==> config.mk <==
export PLATFORM = sky130hd
export DESIGN_NAME = ieeedrv_track_sched
export DESIGN_NICKNAME = d
export VERILOG_FILES = /design/src/rtl/ieeedrv_track_sched.sv
export SDC_FILE = /design/constraint.sdc
export NUM_CORES = 1
export LEC_CHECK = 0
export CORE_ASPECT_RATIO = 0.6
export CORE_UTILIZATION = 31
export DETAILED_ROUTE_END_ITERATION = 10
export GPL_ROUTABILITY_DRIVEN = 0
export PLACE_DENSITY = 0.54
export SYNTH_ARGS = -nofsm -noshare
export SYNTH_HDL_FRONTEND = slang
export SYNTH_SLANG_ARGS = --single-unit
==> constraint.sdc <==
create_clock -name clk_sys -period 2.1 [get_ports clk_sys]
set_input_delay 0.525 -clock clk_sys [delete_from_list [all_inputs] [get_ports clk_sys]]
set_output_delay 0.525 -clock clk_sys [all_outputs]
set_load 0.02 [all_outputs]
==> src/rtl/ieeedrv_track_sched.sv <==
// Shares one SD block-transfer port between NDRV drive units, issuing dirty-track saves before loads.
// Define IEEEDRV_SCHED_RR_EN for round-robin arbitration (default: lowest unit index wins).
module ieeedrv_track_sched #(
    parameter int          NDRV    = 2,
    parameter logic [19:0] TIMEOUT = 20'hF_FFFF
) (
    input  logic              clk_sys,
    input  logic              reset_n,
    input  logic              ce,
    input  logic [NDRV-1:0]   drv_mounted,
    input  logic [NDRV-1:0]   drv_save,
    input  logic [NDRV-1:0]   drv_changing,
    input  logic [8*NDRV-1:0] drv_track,
    output logic              sd_rd,
    output logic              sd_wr,
    output logic [1:0]        sd_drv,
    output logic [7:0]        sd_track,
    input  logic              sd_ack,
    input  logic              sd_done,
    output logic [NDRV-1:0]   drv_busy,
    output logic [NDRV-1:0]   drv_error
);
    localparam logic [7:0] NO_TRACK = 8'hFF;

    typedef enum logic [1:0] {ST_IDLE, ST_REQ, ST_XFER} state_t;

    state_t          state_q, state_d;
    logic            sd_rd_q, sd_rd_d, sd_wr_q, sd_wr_d;
    logic            op_save_q, op_save_d, abandon_q, abandon_d, init_q, init_d;
    logic [1:0]      sd_drv_q, sd_drv_d;
    logic [7:0]      sd_track_q, sd_track_d;
    logic [19:0]     cnt_q, cnt_d;
    logic [NDRV-1:0] save_old_q, save_old_d, save_pend_q, save_pend_d;
    logic [NDRV-1:0] mounted_q, mounted_d, drv_error_q, drv_error_d, drv_busy_q, drv_busy_d;
    logic [7:0]      cur_track_q [NDRV];
    logic [7:0]      cur_track_d [NDRV];
`ifdef IEEEDRV_SCHED_RR_EN
    logic [1:0]      ptr_q, ptr_d;
`endif

    logic [NDRV-1:0] fall, toggle, load_need, eligible, cur_oh, win_oh;
    logic [NDRV-1:0] pend_clr, err_set;
    logic [1:0]      win;
    logic            win_save, ld_en, fin, timed_out;
    logic [7:0]      win_cur, win_trk;

    // Per-unit status; save_old is ignored until it has been sampled once after reset.
    always_comb begin
        fall   = mounted_q & ~drv_mounted;
        toggle = init_q ? (drv_save ^ save_old_q) : '0;
        for (int i = 0; i < NDRV; i++) begin
            load_need[i] = drv_mounted[i] & ~drv_changing[i] & (drv_track[8*i +: 8] != cur_track_q[i]);
            cur_oh[i]    = (sd_drv_q == 2'(i));
        end
        eligible = save_pend_q | load_need;
    end

    always_comb begin
        win = '0;
`ifdef IEEEDRV_SCHED_RR_EN
        for (int k = NDRV - 1; k >= 0; k--)
            for (int i = 0; i < NDRV; i++)
                if (eligible[i] && i == (int'(ptr_q) + k) % NDRV) win = 2'(i);
`else
        for (int i = NDRV - 1; i >= 0; i--)
            if (eligible[i]) win = 2'(i);
`endif
        win_save = 1'b0;
        win_cur  = NO_TRACK;
        win_trk  = '0;
        for (int i = 0; i < NDRV; i++) begin
            win_oh[i] = (win == 2'(i));
            if (win_oh[i]) begin
                win_save = save_pend_q[i];
                win_cur  = cur_track_q[i];
                win_trk  = drv_track[8*i +: 8];
            end
        end
    end

    always_comb begin
        // NOTE: every signal gets a default before the case so no path can infer a latch.
        state_d    = state_q;
        sd_rd_d    = sd_rd_q;
        sd_wr_d    = sd_wr_q;
        sd_drv_d   = sd_drv_q;
        sd_track_d = sd_track_q;
        op_save_d  = op_save_q;
        abandon_d  = abandon_q;
        cnt_d      = cnt_q;
        pend_clr   = '0;
        err_set    = '0;
        ld_en      = 1'b0;
        fin        = 1'b0;
        timed_out  = 1'b0;
`ifdef IEEEDRV_SCHED_RR_EN
        ptr_d      = ptr_q;
`endif
        case (state_q)
            ST_IDLE: begin
                if (|eligible) begin
                    if (win_save && win_cur == NO_TRACK) begin
                        pend_clr = win_oh;  // nothing loaded, so nothing to write back
                    end else begin
                        state_d    = ST_REQ;
                        sd_drv_d   = win;
                        op_save_d  = win_save;
                        sd_track_d = win_save ? win_cur : win_trk;
                        sd_wr_d    = win_save;
                        sd_rd_d    = ~win_save;
                        abandon_d  = |(fall & win_oh);
                    end
                end
            end
            ST_REQ: begin
                abandon_d = abandon_q | (|(fall & cur_oh));
                if (sd_ack) begin
                    state_d = ST_XFER;
                    sd_rd_d = 1'b0;
                    sd_wr_d = 1'b0;
                    cnt_d   = '0;
                end
            end
            ST_XFER: begin
                abandon_d = abandon_q | (|(fall & cur_oh));
                if (sd_done) begin
                    fin = 1'b1;
                end else if (ce) begin
                    if (cnt_q == TIMEOUT - 20'd1) begin
                        fin       = 1'b1;
                        timed_out = 1'b1;
                    end else begin
                        cnt_d = cnt_q + 20'd1;
                    end
                end
                if (fin) begin
                    state_d = ST_IDLE;
`ifdef IEEEDRV_SCHED_RR_EN
                    ptr_d   = 2'((int'(sd_drv_q) + 1) % NDRV);
`endif
                    // A unit unmounted mid-transfer keeps its freshly cleared state.
                    if (!abandon_d) begin
                        if (op_save_q || timed_out) pend_clr = cur_oh;
                        if (timed_out) err_set = cur_oh;
                        ld_en = ~op_save_q;
                    end
                end
            end
            default: state_d = ST_IDLE;
        endcase

        for (int i = 0; i < NDRV; i++) begin
            save_pend_d[i] = (save_pend_q[i] & ~pend_clr[i]) | toggle[i];
            cur_track_d[i] = (ld_en && cur_oh[i]) ? sd_track_q : cur_track_q[i];
            drv_error_d[i] = drv_error_q[i] | err_set[i];
            if (fall[i]) begin
                save_pend_d[i] = 1'b0;
                cur_track_d[i] = NO_TRACK;
                drv_error_d[i] = 1'b0;
            end
            drv_busy_d[i] = eligible[i] | ((state_q != ST_IDLE) & cur_oh[i]);
        end
        save_old_d = drv_save;
        mounted_d  = drv_mounted;
        init_d     = 1'b1;
    end

    always_ff @(posedge clk_sys or negedge reset_n) begin
        if (!reset_n) begin
            state_q     <= ST_IDLE;
            sd_rd_q     <= 1'b0;
            sd_wr_q     <= 1'b0;
            sd_drv_q    <= '0;
            sd_track_q  <= '0;
            op_save_q   <= 1'b0;
            abandon_q   <= 1'b0;
            init_q      <= 1'b0;
            cnt_q       <= '0;
            save_old_q  <= '0;
            save_pend_q <= '0;
            mounted_q   <= '0;
            drv_error_q <= '0;
            drv_busy_q  <= '0;
            // NOTE: cur_track is a few flops per unit, not a RAM, so it takes a real reset value.
            for (int i = 0; i < NDRV; i++) cur_track_q[i] <= NO_TRACK;
`ifdef IEEEDRV_SCHED_RR_EN
            ptr_q       <= '0;
`endif
        end else begin
            state_q     <= state_d;
            sd_rd_q     <= sd_rd_d;
            sd_wr_q     <= sd_wr_d;
            sd_drv_q    <= sd_drv_d;
            sd_track_q  <= sd_track_d;
            op_save_q   <= op_save_d;
            abandon_q   <= abandon_d;
            init_q      <= init_d;
            cnt_q       <= cnt_d;
            save_old_q  <= save_old_d;
            save_pend_q <= save_pend_d;
            mounted_q   <= mounted_d;
            drv_error_q <= drv_error_d;
            drv_busy_q  <= drv_busy_d;
            for (int i = 0; i < NDRV; i++) cur_track_q[i] <= cur_track_d[i];
`ifdef IEEEDRV_SCHED_RR_EN
            ptr_q       <= ptr_d;
`endif
        end
    end

    assign sd_rd     = sd_rd_q;
    assign sd_wr     = sd_wr_q;
    assign sd_drv    = sd_drv_q;
    assign sd_track  = sd_track_q;
    assign drv_busy  = drv_busy_q;
    assign drv_error = drv_error_q;
endmodule

==> results.yml <==
timing:
  setup_ws_ns: -0.357
  fin_crit_sh_pct: 117
  period_minus_slack_ns: 2.46
  final-setup-viol-count: 17
  tns_ns: -4.15
  hold_slack_ns: 0.224
  slew_viol_final: 0
  worst_pin_slew_ns: 0.628
  rsz0062_at_grt: "yes"
  clock.fmax_mhz: 407
  maxSlewHeadroom_pct: 58.1
  finalHoldViolations: 0
  skew_ns: 0.00766
synth:
  synth_top_family_by_area: "simple AND/OR/NAND/NOR gates"
  syn-cell-area_sq_um: 3500
  yosys-mux-area-fraction_pct: 13.0
  synth_edf_count: 0
  synth-xor-area-share_pct: 8.00
  syn-num-nets: 375
  yosysSeqAreaShare_pct: 44.9
  ys_top_cells_by_area: "dfrtp_1 (33%), dfstp_2 (12%), mux4_1 (5.3%), nand2_1 (4.2%), mux2i_1 (4.0%)"
  synth_compound_area_share_pct: 8.54
  synth_simple_gate_area_share_pct: 20.2
  ys.flop_type: "dfrtp_1"
  synth_cell_type_count: 55
  synth_fa_ha_area_share_pct: 1.79
  avgSynthCellArea_sq_um: 10.2
  netlist.area_leader.share_pct: 32.9
  yosysWarnings: 0
  yosys.area.top_type: "dfrtp_1"
  yosysMostFrequentCell: "dfrtp_1"
  synth-seq-cells: 62
  postSynthCellCount: 343
  synth_common_cells: "dfrtp_1 (46), nand2_1 (39), nor2_1 (29)"
  async_flop_share_pct: 100
clocking:
  cts_buffer_depth: 2
  path_clk_slew_ns: 0.05
  cts_tree: "done"
  ctsRootBufferMaster: "clkbuf_16"
  insertion_delay_ns: 0.33
  cts_sinks: 62
  h-tree-depth: 3
  cts_hold_buffers: 0
  cts_made_buffers: 9
global_routing:
  track_usage_pct: 18.4
  grt_pass1_vias: 2976
  grt-ovfl-total: 0
  grt_max_degree: 36
  antenna_found_initial: 0
  grt_pass1_wl_mm: 16.3
final_layout:
  syn_to_final_growth_pct: 49.3
  diodes: 0
  nets: 489
  fin_util_pct: 48.5
  layout-drive-gt1-share_pct: 36.6
  fin_cells: 601
  fin_area_sq_um: 5230
  fillers: 971
setup_path:
  cp_common_cell: "mux2_4"
  critPathMaxFanout: 4
  crit_path_end_kind: "register"
  r2r_slack_ns: -0.35
  cp-start-kind: "primary input"
  worst_path_largest_cell_delay_ns: 0.35
  path_cells: "dlygate4sd2_1, xor2_1, nor4_2, a21oi_4, o211ai_4, buf_6, mux2_4, a221o_1, mux2_4"
  critPathArrivalTime_ns: 2.67
  r2r_cells: 8
  reg2reg_to: "sd_track[1]"
  required_ns: 2.32
  crit_slowest_cell: "nor4_2"
  path_class: "primary input to register"
  reg2reg_from: "cur_track_q[3]"
floorplan:
  die_area_sq_um: 11700
  core-area_sq_um: 10800
  rows: 29
  io_pins: 43
  dieWidth_um: 139
  initial_core_util_pct: 32.5
  die_y_um: 84.3
drt:
  route.detailed.drc: 0
  drt-pass1-iter-count: 6
  wl_per_cell_um: 17.3
  vias_per_cell: 5.01
  initialDrtViolationCount: 214
  vias: 3013
  wirelength_mm: 10.4
  antenna_left: 0
place:
  post-place-ws_ns: -0.869
  hpwl_mm: 7.35
  placed_cells: 569
  placed_cell_area_sq_um: 4470
  io_buffers: 41
status:
  status: "complete, but fails checks"
  violations: "negative setup slack"
flow_run:
  maxCapViolCount: 0
power_and_ir_drop:
  swShare_pct: 36.3
  switchingPower_mw: 2.18
  intPower_mw: 3.83
  leakage_nw: 2.27
  power_density_nw_per_um2: 1150
  clkPwrFrac_pct: 24.5
  peakVddDrop_uv: 613
  p_comb_share_pct: 47.2
  power_frac_seq_pct: 28.2
  power_mw: 6.02
hold_path:
  min_path_type: "primary input to async pin"
[worst max-delay path: cells and delay by family]
kind | cells | cell delay (ns)
and+or+nand+nor | 1 | 0.35
AOI/OAI and AO/OA | 3 | 0.64
muxes | 2 | 0.56
xor gates and xnor gates | 1 | 0.18
buffers and inverters | 2 | 0.42
[cell usage in the layout (no fill, tap or decap), types with 7 or more instances in the layout]
master and instances:
a21oi_1 11, nor2_1 28, xnor2_1 12, inv_1 10, nand2_1 36, buf_6 7, nand3_1 7, mux2i_1 14
clkdlybuf4s50_1 24, nand4_1 13, o21ai_0 14, mux2_4 9, clkbuf_16 9, xor2_1 12, dlygate4sd2_1 15, dfstp_2 16
buf_4 67, dfrtp_1 46
[registers in the layout, summed over array words and instances, names as in the netlist]
signal / cells
cnt_q: 20
cur_track_q: 16
sd_track: 8
drv_busy: 2
drv_error: 2
mounted_q: 2
save_old_q: 2
save_pend_q: 2
state_q: 2
abandon_q: 1
init_q: 1
op_save_q: 1
sd_drv: 1
sd_rd: 1
sd_wr: 1
[worst max-delay path by stage]
stage / startpoint / to / slack [ns] / depth (start not counted)
after floorplan: drv_track[8] / sd_track[1] / -0.24 / 8
after global placement: drv_track[8] / sd_track[1] / -0.85 / 9
after CTS: cur_track_q[6] / sd_track[1] / -0.31 / 8
final: drv_track[10] / sd_track[1] / -0.36 / 9
after detailed placement: drv_track[8] / sd_track[5] / -0.87 / 8
after global routing: cur_track_q[6] / sd_track[1] / -0.43 / 8
[what timing repair did]
action / 4_1_cts / 5_1_grt
endpoints found under the setup margin: 30 / 38
pin swaps: 18 / 20
setup buffers: 7 / 9
resized for setup: 48 / 43
[metal layers]
layer,global-route usage [%],routed length (um),vias up
li1,-,-,1439
met1,27.9,5470,1493
met2,24.5,4270,75
met3,5.53,586,6
met4,5.25,78,0
met5,0,0,-
[power groups by stage]
| stage | sequential [mW] | combinational [mW] | clock, mW |
|---|---|---|---|
| 2_1_floorplan | 1.78 | 1.17 | 0 |
| 3_3_place_gp | 1.69 | 2.17 | 0 |
| 3_5_place_dp | 1.68 | 2.19 | 0 |
| 4_1_cts | 1.68 | 2.40 | 1.50 |
| 5_1_grt | 1.73 | 3.02 | 1.57 |
| 6_report | 1.70 | 2.84 | 1.48 |
[layout make-up]
type	instances	area (sq um)	area share, %
Clock buffer	12	246	4.71
Sequential cell	62	1570	30.0
Tap cell	139	174	3.33
Clock inverter	4	47.5	0.909
Multi-Input combinational cell	255	2120	40.6
Timing Repair Buffer	118	1020	19.6
Inverter	11	41.3	0.789
[kinds of logic (layout without fill, tap and decap cells)]
kind of cell | Yosys count | count (layout)
XOR/XNOR | 32 | 32
buffers and inverters | 26 | 145
AO/OA/AOI/OAI | 47 | 47
adder cells (fa/ha/maj) | 5 | 5
flip-flops | 62 | 62
other | 2 | 2
multiplexers | 32 | 32
AND/OR/NAND/NOR | 137 | 137
(Power assumes the default switching activity.)
